<file path="config.mk">
export PLATFORM = sky130hd
export DESIGN_NAME = modulo_controle_partida_flat
export DESIGN_NICKNAME = d
export VERILOG_FILES = /design/src/rtl/modulo_controle_partida_pkg.sv /design/src/rtl/modulo_controle_partida_if.sv /design/src/rtl/modulo_detector_borda.sv /design/src/rtl/modulo_controle_partida.sv /design/src/flat_wrapper.sv
export SDC_FILE = /design/constraint.sdc
export NUM_CORES = 1
export LEC_CHECK = 0
export ABC_AREA = 1
export BUFFER_PORTS_ARGS = -buffer_cell sky130_fd_sc_hd__clkbuf_2
export CORE_UTILIZATION = 28
export CTS_BUF_LIST = sky130_fd_sc_hd__clkbuf_16
export CTS_CLUSTER_SIZE = 12
export DETAILED_ROUTE_END_ITERATION = 16
export GPL_ROUTABILITY_DRIVEN = 1
export PLACE_DENSITY = 0.46
export SLEW_MARGIN = 5
export SYNTH_ARGS = -nofsm -noshare
export SYNTH_HDL_FRONTEND = slang
export SYNTH_HIERARCHICAL = 1
export SYNTH_SLANG_ARGS = --single-unit
</file>
<file path="constraint.sdc">
create_clock -name clk -period 3.2 [get_ports clk]
set_input_delay 0.16 -clock clk [delete_from_list [all_inputs] [get_ports clk]]
set_output_delay 0.16 -clock clk [all_outputs]
set_load 0.02 [all_outputs]
</file>
<file path="src/rtl/modulo_controle_partida_pkg.sv">
// Shared constants, encodings and cursor helper for the naval-battle game sequencer.
package modulo_controle_partida_pkg;

   localparam int unsigned N_COLS = 5;
   localparam int unsigned N_LINS = 7;

   // Sequencer states
   localparam logic [2:0] ST_IDLE      = 3'd0;
   localparam logic [2:0] ST_CARREGA   = 3'd1;
   localparam logic [2:0] ST_ATAQUE    = 3'd2;
   localparam logic [2:0] ST_VERIFICA  = 3'd3;
   localparam logic [2:0] ST_RESULTADO = 3'd4;
   localparam logic [2:0] ST_FIM       = 3'd5;

   // Status codes shown on the 7-segment display
   localparam logic [1:0] EST_IDLE    = 2'd0;
   localparam logic [1:0] EST_POSICAO = 2'd1;
   localparam logic [1:0] EST_ATAQUE  = 2'd2;
   localparam logic [1:0] EST_FIM     = 2'd3;

   // RGB result codes
   localparam logic [1:0] RGB_NONE    = 2'b00;
   localparam logic [1:0] RGB_ERRO    = 2'b01;
   localparam logic [1:0] RGB_ACERTO  = 2'b10;
   localparam logic [1:0] RGB_VITORIA = 2'b11;

   typedef struct packed {
      logic [2:0] col;
      logic [2:0] lin;
   } cursor_t;

   // Line-major scan: line wraps into the next column, last cell wraps to (0,0)
   function automatic cursor_t cursor_next(input cursor_t c);
      cursor_t n;
      n = c;
      if (c.lin == 3'(N_LINS - 1)) begin
         n.lin = 3'd0;
         n.col = (c.col == 3'(N_COLS - 1)) ? 3'd0 : c.col + 3'd1;
      end else begin
         n.lin = c.lin + 3'd1;
      end
      return n;
   endfunction

   // Status code belonging to each sequencer state
   function automatic logic [1:0] estado_de(input logic [2:0] st);
      logic [1:0] e;
      case (st)
         ST_IDLE:    e = EST_IDLE;
         ST_CARREGA: e = EST_POSICAO;
         ST_FIM:     e = EST_FIM;
         default:    e = EST_ATAQUE;
      endcase
      return e;
   endfunction

endpackage

</file>
<file path="src/rtl/modulo_controle_partida_if.sv">
// Signal bundle between the game sequencer and the buttons / register matrices.
interface modulo_controle_partida_if;
   logic       btn_confirma;
   logic       btn_conta;
   logic       hit_bit;
   logic       ja_atacado;
   logic [2:0] cur_col;
   logic [2:0] cur_lin;
   logic       po_load;
   logic       at_write;
   logic       mat_clr;
   logic [1:0] estado;
   logic [1:0] rgb;
   logic [3:0] acertos;
   logic [4:0] tentativas;

   modport master (
      input  btn_confirma, btn_conta, hit_bit, ja_atacado,
      output cur_col, cur_lin, po_load, at_write, mat_clr,
             estado, rgb, acertos, tentativas
   );

   modport slave (
      output btn_confirma, btn_conta, hit_bit, ja_atacado,
      input  cur_col, cur_lin, po_load, at_write, mat_clr,
             estado, rgb, acertos, tentativas
   );
endinterface

</file>
<file path="src/rtl/modulo_detector_borda.sv">
// Registered rising-edge detector; clr preloads history so a held level gives no edge.
module modulo_detector_borda (
   input  logic clk,
   input  logic clr,
   input  logic nivel,
   output logic borda
);

   logic anterior;

   // One-cycle pulse the clock after the level rises
   always_ff @(posedge clk) begin
      if (clr) begin
         anterior <= nivel;
         borda    <= 1'b0;
      end else begin
         anterior <= nivel;
         borda    <= nivel & ~anterior;
      end
   end

endmodule

</file>
<file path="src/rtl/modulo_controle_partida.sv">
// Game sequencer: loads the preset, drives the attack cursor, scores shots and shows the result.
module modulo_controle_partida
   import modulo_controle_partida_pkg::*;
#(
   parameter int unsigned MAX_TENTATIVAS = 20,
   parameter int unsigned TOTAL_ALVOS    = 6,
   parameter int unsigned HOLD_CICLOS    = 4
) (
   input  logic                      clk,
   input  logic                      clr,
   modulo_controle_partida_if.master bus
);

   localparam int unsigned HOLD_W = (HOLD_CICLOS > 1) ? $clog2(HOLD_CICLOS) : 1;

   logic              borda_conf;
   logic              borda_conta;

   logic [2:0]        st_q,         st_d;
   cursor_t           cur_q,        cur_d;
   logic [3:0]        acertos_q,    acertos_d;
   logic [4:0]        tent_q,       tent_d;
   logic [1:0]        rgb_q,        rgb_d;
   logic [1:0]        estado_q,     estado_d;
   logic [HOLD_W-1:0] hold_q,       hold_d;
   logic              po_load_q,    po_load_d;
   logic              at_write_q,   at_write_d;
   logic              mat_clr_q,    mat_clr_d;

   modulo_detector_borda u_borda_confirma (
      .clk   (clk),
      .clr   (clr),
      .nivel (bus.btn_confirma),
      .borda (borda_conf)
   );

   modulo_detector_borda u_borda_conta (
      .clk   (clk),
      .clr   (clr),
      .nivel (bus.btn_conta),
      .borda (borda_conta)
   );

   // State and registered outputs
   always_ff @(posedge clk) begin
      if (clr) begin
         st_q       <= ST_IDLE;
         cur_q      <= '0;
         acertos_q  <= '0;
         tent_q     <= '0;
         rgb_q      <= RGB_NONE;
         estado_q   <= EST_IDLE;
         hold_q     <= '0;
         po_load_q  <= 1'b0;
         at_write_q <= 1'b0;
         mat_clr_q  <= 1'b0;
      end else begin
         st_q       <= st_d;
         cur_q      <= cur_d;
         acertos_q  <= acertos_d;
         tent_q     <= tent_d;
         rgb_q      <= rgb_d;
         estado_q   <= estado_d;
         hold_q     <= hold_d;
         po_load_q  <= po_load_d;
         at_write_q <= at_write_d;
         mat_clr_q  <= mat_clr_d;
      end
   end

   // Next state and next output values; edges outside IDLE/ATAQUE/FIM are dropped
   always_comb begin
      st_d       = st_q;
      cur_d      = cur_q;
      acertos_d  = acertos_q;
      tent_d     = tent_q;
      rgb_d      = rgb_q;
      hold_d     = hold_q;
      po_load_d  = 1'b0;
      at_write_d = 1'b0;
      mat_clr_d  = 1'b0;

      case (st_q)
         ST_IDLE: begin
            if (borda_conf) begin
               st_d      = ST_CARREGA;
               po_load_d = 1'b1;
               cur_d     = '0;
               acertos_d = '0;
               tent_d    = '0;
               rgb_d     = RGB_NONE;
            end
         end

         ST_CARREGA: begin
            st_d = ST_ATAQUE;
         end

         ST_ATAQUE: begin
            if (borda_conf) begin
               st_d = ST_VERIFICA;
            end else if (borda_conta) begin
               cur_d = cursor_next(cur_q);
            end
         end

         ST_VERIFICA: begin
            if (bus.ja_atacado) begin
               st_d = ST_ATAQUE;
            end else begin
               at_write_d = 1'b1;
               hold_d     = '0;
               st_d       = ST_RESULTADO;
               if (tent_q < 5'(MAX_TENTATIVAS)) begin
                  tent_d = tent_q + 5'd1;
               end
               if (bus.hit_bit) begin
                  rgb_d = RGB_ACERTO;
                  if (acertos_q < 4'(TOTAL_ALVOS)) begin
                     acertos_d = acertos_q + 4'd1;
                  end
               end else begin
                  rgb_d = RGB_ERRO;
               end
            end
         end

         ST_RESULTADO: begin
            if (hold_q == HOLD_W'(HOLD_CICLOS - 1)) begin
               if (acertos_q == 4'(TOTAL_ALVOS)) begin
                  st_d  = ST_FIM;
                  rgb_d = RGB_VITORIA;
               end else if (tent_q == 5'(MAX_TENTATIVAS)) begin
                  st_d  = ST_FIM;
                  rgb_d = RGB_NONE;
               end else begin
                  st_d  = ST_ATAQUE;
                  rgb_d = RGB_NONE;
               end
            end else begin
               hold_d = hold_q + HOLD_W'(1);
            end
         end

         ST_FIM: begin
            if (borda_conf) begin
               st_d      = ST_IDLE;
               mat_clr_d = 1'b1;
               rgb_d     = RGB_NONE;
            end
         end

         default: begin
            st_d = ST_IDLE;
         end
      endcase

      estado_d = estado_de(st_d);
   end

   assign bus.cur_col    = cur_q.col;
   assign bus.cur_lin    = cur_q.lin;
   assign bus.po_load    = po_load_q;
   assign bus.at_write   = at_write_q;
   assign bus.mat_clr    = mat_clr_q;
   assign bus.estado     = estado_q;
   assign bus.rgb        = rgb_q;
   assign bus.acertos    = acertos_q;
   assign bus.tentativas = tent_q;

endmodule
</file>
<file path="src/flat_wrapper.sv">
// flat-port wrapper written by rule: the top's interface ports become plain ports
module modulo_controle_partida_flat import modulo_controle_partida_pkg::*;
#(
   parameter int unsigned MAX_TENTATIVAS = 20,
   parameter int unsigned TOTAL_ALVOS    = 6,
   parameter int unsigned HOLD_CICLOS    = 4
)
  (clk, clr, bus_btn_confirma, bus_btn_conta, bus_hit_bit, bus_ja_atacado, bus_cur_col, bus_cur_lin, bus_po_load, bus_at_write, bus_mat_clr, bus_estado, bus_rgb, bus_acertos, bus_tentativas);
  modulo_controle_partida_if bus_i ();
  input  logic clk;
  input  logic clr;
  input wire logic [$bits(bus_i.btn_confirma)-1:0] bus_btn_confirma;
  input wire logic [$bits(bus_i.btn_conta)-1:0] bus_btn_conta;
  input wire logic [$bits(bus_i.hit_bit)-1:0] bus_hit_bit;
  input wire logic [$bits(bus_i.ja_atacado)-1:0] bus_ja_atacado;
  output wire logic [$bits(bus_i.cur_col)-1:0] bus_cur_col;
  output wire logic [$bits(bus_i.cur_lin)-1:0] bus_cur_lin;
  output wire logic [$bits(bus_i.po_load)-1:0] bus_po_load;
  output wire logic [$bits(bus_i.at_write)-1:0] bus_at_write;
  output wire logic [$bits(bus_i.mat_clr)-1:0] bus_mat_clr;
  output wire logic [$bits(bus_i.estado)-1:0] bus_estado;
  output wire logic [$bits(bus_i.rgb)-1:0] bus_rgb;
  output wire logic [$bits(bus_i.acertos)-1:0] bus_acertos;
  output wire logic [$bits(bus_i.tentativas)-1:0] bus_tentativas;
  assign bus_i.btn_confirma = bus_btn_confirma;
  assign bus_i.btn_conta = bus_btn_conta;
  assign bus_i.hit_bit = bus_hit_bit;
  assign bus_i.ja_atacado = bus_ja_atacado;
  assign bus_cur_col = bus_i.cur_col;
  assign bus_cur_lin = bus_i.cur_lin;
  assign bus_po_load = bus_i.po_load;
  assign bus_at_write = bus_i.at_write;
  assign bus_mat_clr = bus_i.mat_clr;
  assign bus_estado = bus_i.estado;
  assign bus_rgb = bus_i.rgb;
  assign bus_acertos = bus_i.acertos;
  assign bus_tentativas = bus_i.tentativas;
  modulo_controle_partida #(.MAX_TENTATIVAS(MAX_TENTATIVAS), .TOTAL_ALVOS(TOTAL_ALVOS), .HOLD_CICLOS(HOLD_CICLOS)) u_core (.clk(clk), .clr(clr), .bus(bus_i));
endmodule
</file>
==> flow_summary_export.csv <==
group,metric,value,unit
pwr,p_per_area,490,nW/um2
placed_design,place_congestion,0.751,
clocking,path_clk_slew,60,ps
die,io_pins,28,
synthesis,yosys.area_share.simple,0.347,
global_route,grt_max_degree,22,
synthesis,yosys_warnings,6,
clocking,cts_buffer_depth,2,
finish,final_core_util,0.360,
die,die_area,6040,um2
die,floorplan.initialDensity,0.292,
timing,worst_pin_slew,487,ps
synthesis,synth-edff-count,0,
finish,areaGrowthSynthToFinish,23.4,%
worst_setup_path,reg2reg_from,"u_core/bus.acertos[0]",
synthesis,synth_area,1610,um2
synthesis,synth_common_cells,"67 x nand2_1, 32 x inv_1, 31 x dfxtp_1",
finish,final_nets,282,
synthesis,synth.most_common_cell,"nand2_1",
die,die_w,77.7,um
timing,setup_viol,0,
finish,drive_above_1_share,0.163,
synthesis,async_flop_share,0,
synthesis,synth_nets,249,
worst_setup_path,worst_setup_path_start_kind,"flip-flop",
worst_setup_path,worst-path-stages,7,
worst_setup_path,slowest_delay,350,ps
clocking,clock-sinks,31,
drt,firstDrtPassIters,4,
timing,fin_skew,4.99,ps
worst_setup_path,critPathTopFamily,"compound AO/OA/AOI/OAI gates",
finish,diodes,0,
synthesis,yosysSeqAreaShare,0.386,
synthesis,synth_xor_area_frac,0.0218,
placed_design,place_area,1810,um2
clocking,cts_resized,0,
worst_setup_path,required,3400,ps
drt,vias_per_cell,4.39,
worst_setup_path,reg2reg_to,"u_core/bus.estado[1]",
timing,min_period,1490,ps
clocking,cts_tree,"built",
timing,relSlewSlack,0.676,
drt,vias,1502,
drt,drt.antenna.violating_nets,0,
synthesis,synthTopCellsByArea,"dfxtp_1 39%, nand2_1 16%, inv_1 7.5%",
worst_setup_path,crit_path_end,"u_core/bus.estado[1]",
synthesis,synth-seq-cells,31,
pwr,leakage,0.919,nW
placed_design,post-dp-hpwl,2.65,mm
worst_setup_path,crit_start,"u_core/bus.acertos[0]",
synthesis,yosys.area_share.adder,0.0545,
worst_setup_path,critPathKind,"reg -> reg",
global_route,antenna_found_initial,0,
synthesis,avgSynthCellArea,6.81,um2
drt,drc_errors,0,
timing,finalHoldViolCount,0,
min_path,hold_class,"in -> reg",
synthesis,synth-compound-area-share,0.0989,
run,drv_cap,0,
timing,slew_viol_final,0,
timing,rsz0062_at_grt,"no",
synthesis,ys_types,26,
synthesis,synth_top_area_frac,0.386,
drt,wl_per_cell,10.7,um
pwr,irDropWorstVdd,0.000202,V
global_route,grt_pass1_wl,6.13,mm
die,std_cell_rows,27,
timing,final.setup.tns,0,ps
synthesis,synth_mux_area_frac,0,
global_route,grt.total_usage,0.132,
worst_setup_path,crit_path_end_kind,"flip-flop",
worst_setup_path,slowest_stage,"dfxtp_1",
timing,fmax,0.671,GHz
finish,stdcell_area,1980,um2
worst_setup_path,r2r_cells,7,
clocking,htree_num_levels,2,
die,fp.dieH,77.7,um
worst_setup_path,path_cells,"inv_1, ha_1, nand3b_1, nand3_1, o21ai_0, inv_1, o21ai_0",
global_route,overflow,0,
worst_setup_path,reg2reg_slack,1710,ps
drt,drtIter0Drc,48,
synthesis,synth_top_family_by_area,"simple AND/OR/NAND/NOR gates",
placed_design,port_buffers,27,
synthesis,syn_inst,236,
clocking,cts_buffers,5,
clocking,clk_latency,280,ps
worst_setup_path,timing.critical_path.buf_inv,2,
status,status,"finished, final reports clean",
die,core_area,5510,um2
timing,min_period_over_period,0.466,
drt,wirelength,3.66,mm
worst_setup_path,crit_path_max_fanout,3,
synthesis,synthFlopType,"dfxtp_1",
global_route,grt_pass1_vias,1305,
clocking,cts-root-buf,"clkbuf_16",
worst_setup_path,cp_data_arrival_time,1690,ps
synthesis,yosys.area.top_type,"dfxtp_1",
[power by group]
part | internal, mW | switching, mW | total (mW)
logic | 0.0294 | 0.0617 | 0.0912
clock network | 0.290 | 0.182 | 0.472
registers | 0.398 | 0.0103 | 0.408
total | 0.718 | 0.254 | 0.971
[worst min-delay path by stage]
stage                           from                                to  slack [ps]  cells past startpoint
floorplan           bus_btn_confirma  u_core/u_borda_confirma/anterior         190                      0
global placement       bus_btn_conta     u_core/u_borda_conta/anterior         280                      1
detailed placement  bus_btn_confirma  u_core/u_borda_confirma/anterior         280                      1
CTS                      bus_hit_bit                 u_core/bus.rgb[0]         240                      4
global route          bus_ja_atacado               u_core/bus.at_write         280                      4
finish                   bus_hit_bit                 u_core/bus.rgb[0]         230                      4
[kinds of logic (layout without fill, tap and decap cells)]
logic type,count (synthesis),after routing
and+or+nand+nor,127,127
buffers and inverters,37,71
DFF,31,31
AOI/OAI and AO/OA,30,30
adders and majority gates,7,7
xor gates and xnor gates,4,4
[layout make-up]
cell class	instances	area (um2)
multi-input cells	168	840
inverters	34	128
clock inverters	3	25.0
clock buffers	5	125
repair buffers	29	155
flip-flops and latches	31	621
well taps	72	90.1
fillers	603	3520
[metrics by stage]
stage / worst slack (ps) / hold WS [ps] / power [mW] / instances
2_1_floorplan: 1790 / 188 / 0.481 / 236
3_3_place_gp: 1720 / 281 / 0.507 / 332
3_5_place_dp: 1740 / 281 / 0.507 / 332
4_1_cts: 1710 / 242 / 0.988 / 342
5_1_grt: 1500 / 278 / 1.03 / 342
6_report: 1710 / 234 / 0.971 / 342
[cells in the final DEF (no fill, tap or decap), types with 7 or more instances in the layout]
cell type	synthesis	final
nand4_1	7	7
clkbuf_2	0	27
nor2_1	27	27
dfxtp_1	31	31
inv_1	32	32
ha_1	7	7
o21ai_0	9	9
nand2_1	67	67
a21oi_1	15	15
nand3_1	14	14
[repair_timing]
item,4_1_cts,5_1_grt
endpoints found under the hold margin,2,0
setup buffers,0,0
hold buffers,2,0
[flip-flops by register name (all words and copies together) (netlist names)]
register                          flops
u_core/bus.acertos                    4
u_core/bus.estado                     2
u_core/u_borda_confirma/anterior      1
u_core/st_q                           3
u_core/hold_q                         2
u_core/bus.mat_clr                    1
u_core/bus.at_write                   1
u_core/bus.cur_col                    3
u_core/bus.rgb                        2
u_core/u_borda_conta/anterior         1
u_core/bus.tentativas                 5
u_core/u_borda_confirma/borda         1
u_core/bus.po_load                    1
u_core/bus.cur_lin                    3
u_core/u_borda_conta/borda            1
[routing by layer]
metal	global-route usage	part of all wire	vias to the layer above	wire [um]
met3	0.0400	0.041	6	151
met5	0	0	-	0
li1	-	-	821	-
met4	0.0566	0.017	0	61
met2	0.203	0.43	26	1560
met1	0.169	0.52	649	1880
[worst reg2reg max path, cell delays in order (launching register included)]
cell	delay, ps
dfxtp_1	350
inv_1	80
ha_1	190
nand3b_1	160
nand3_1	150
o21ai_0	230
inv_1	80
o21ai_0	170
Power figures use the tool's default switching activity.
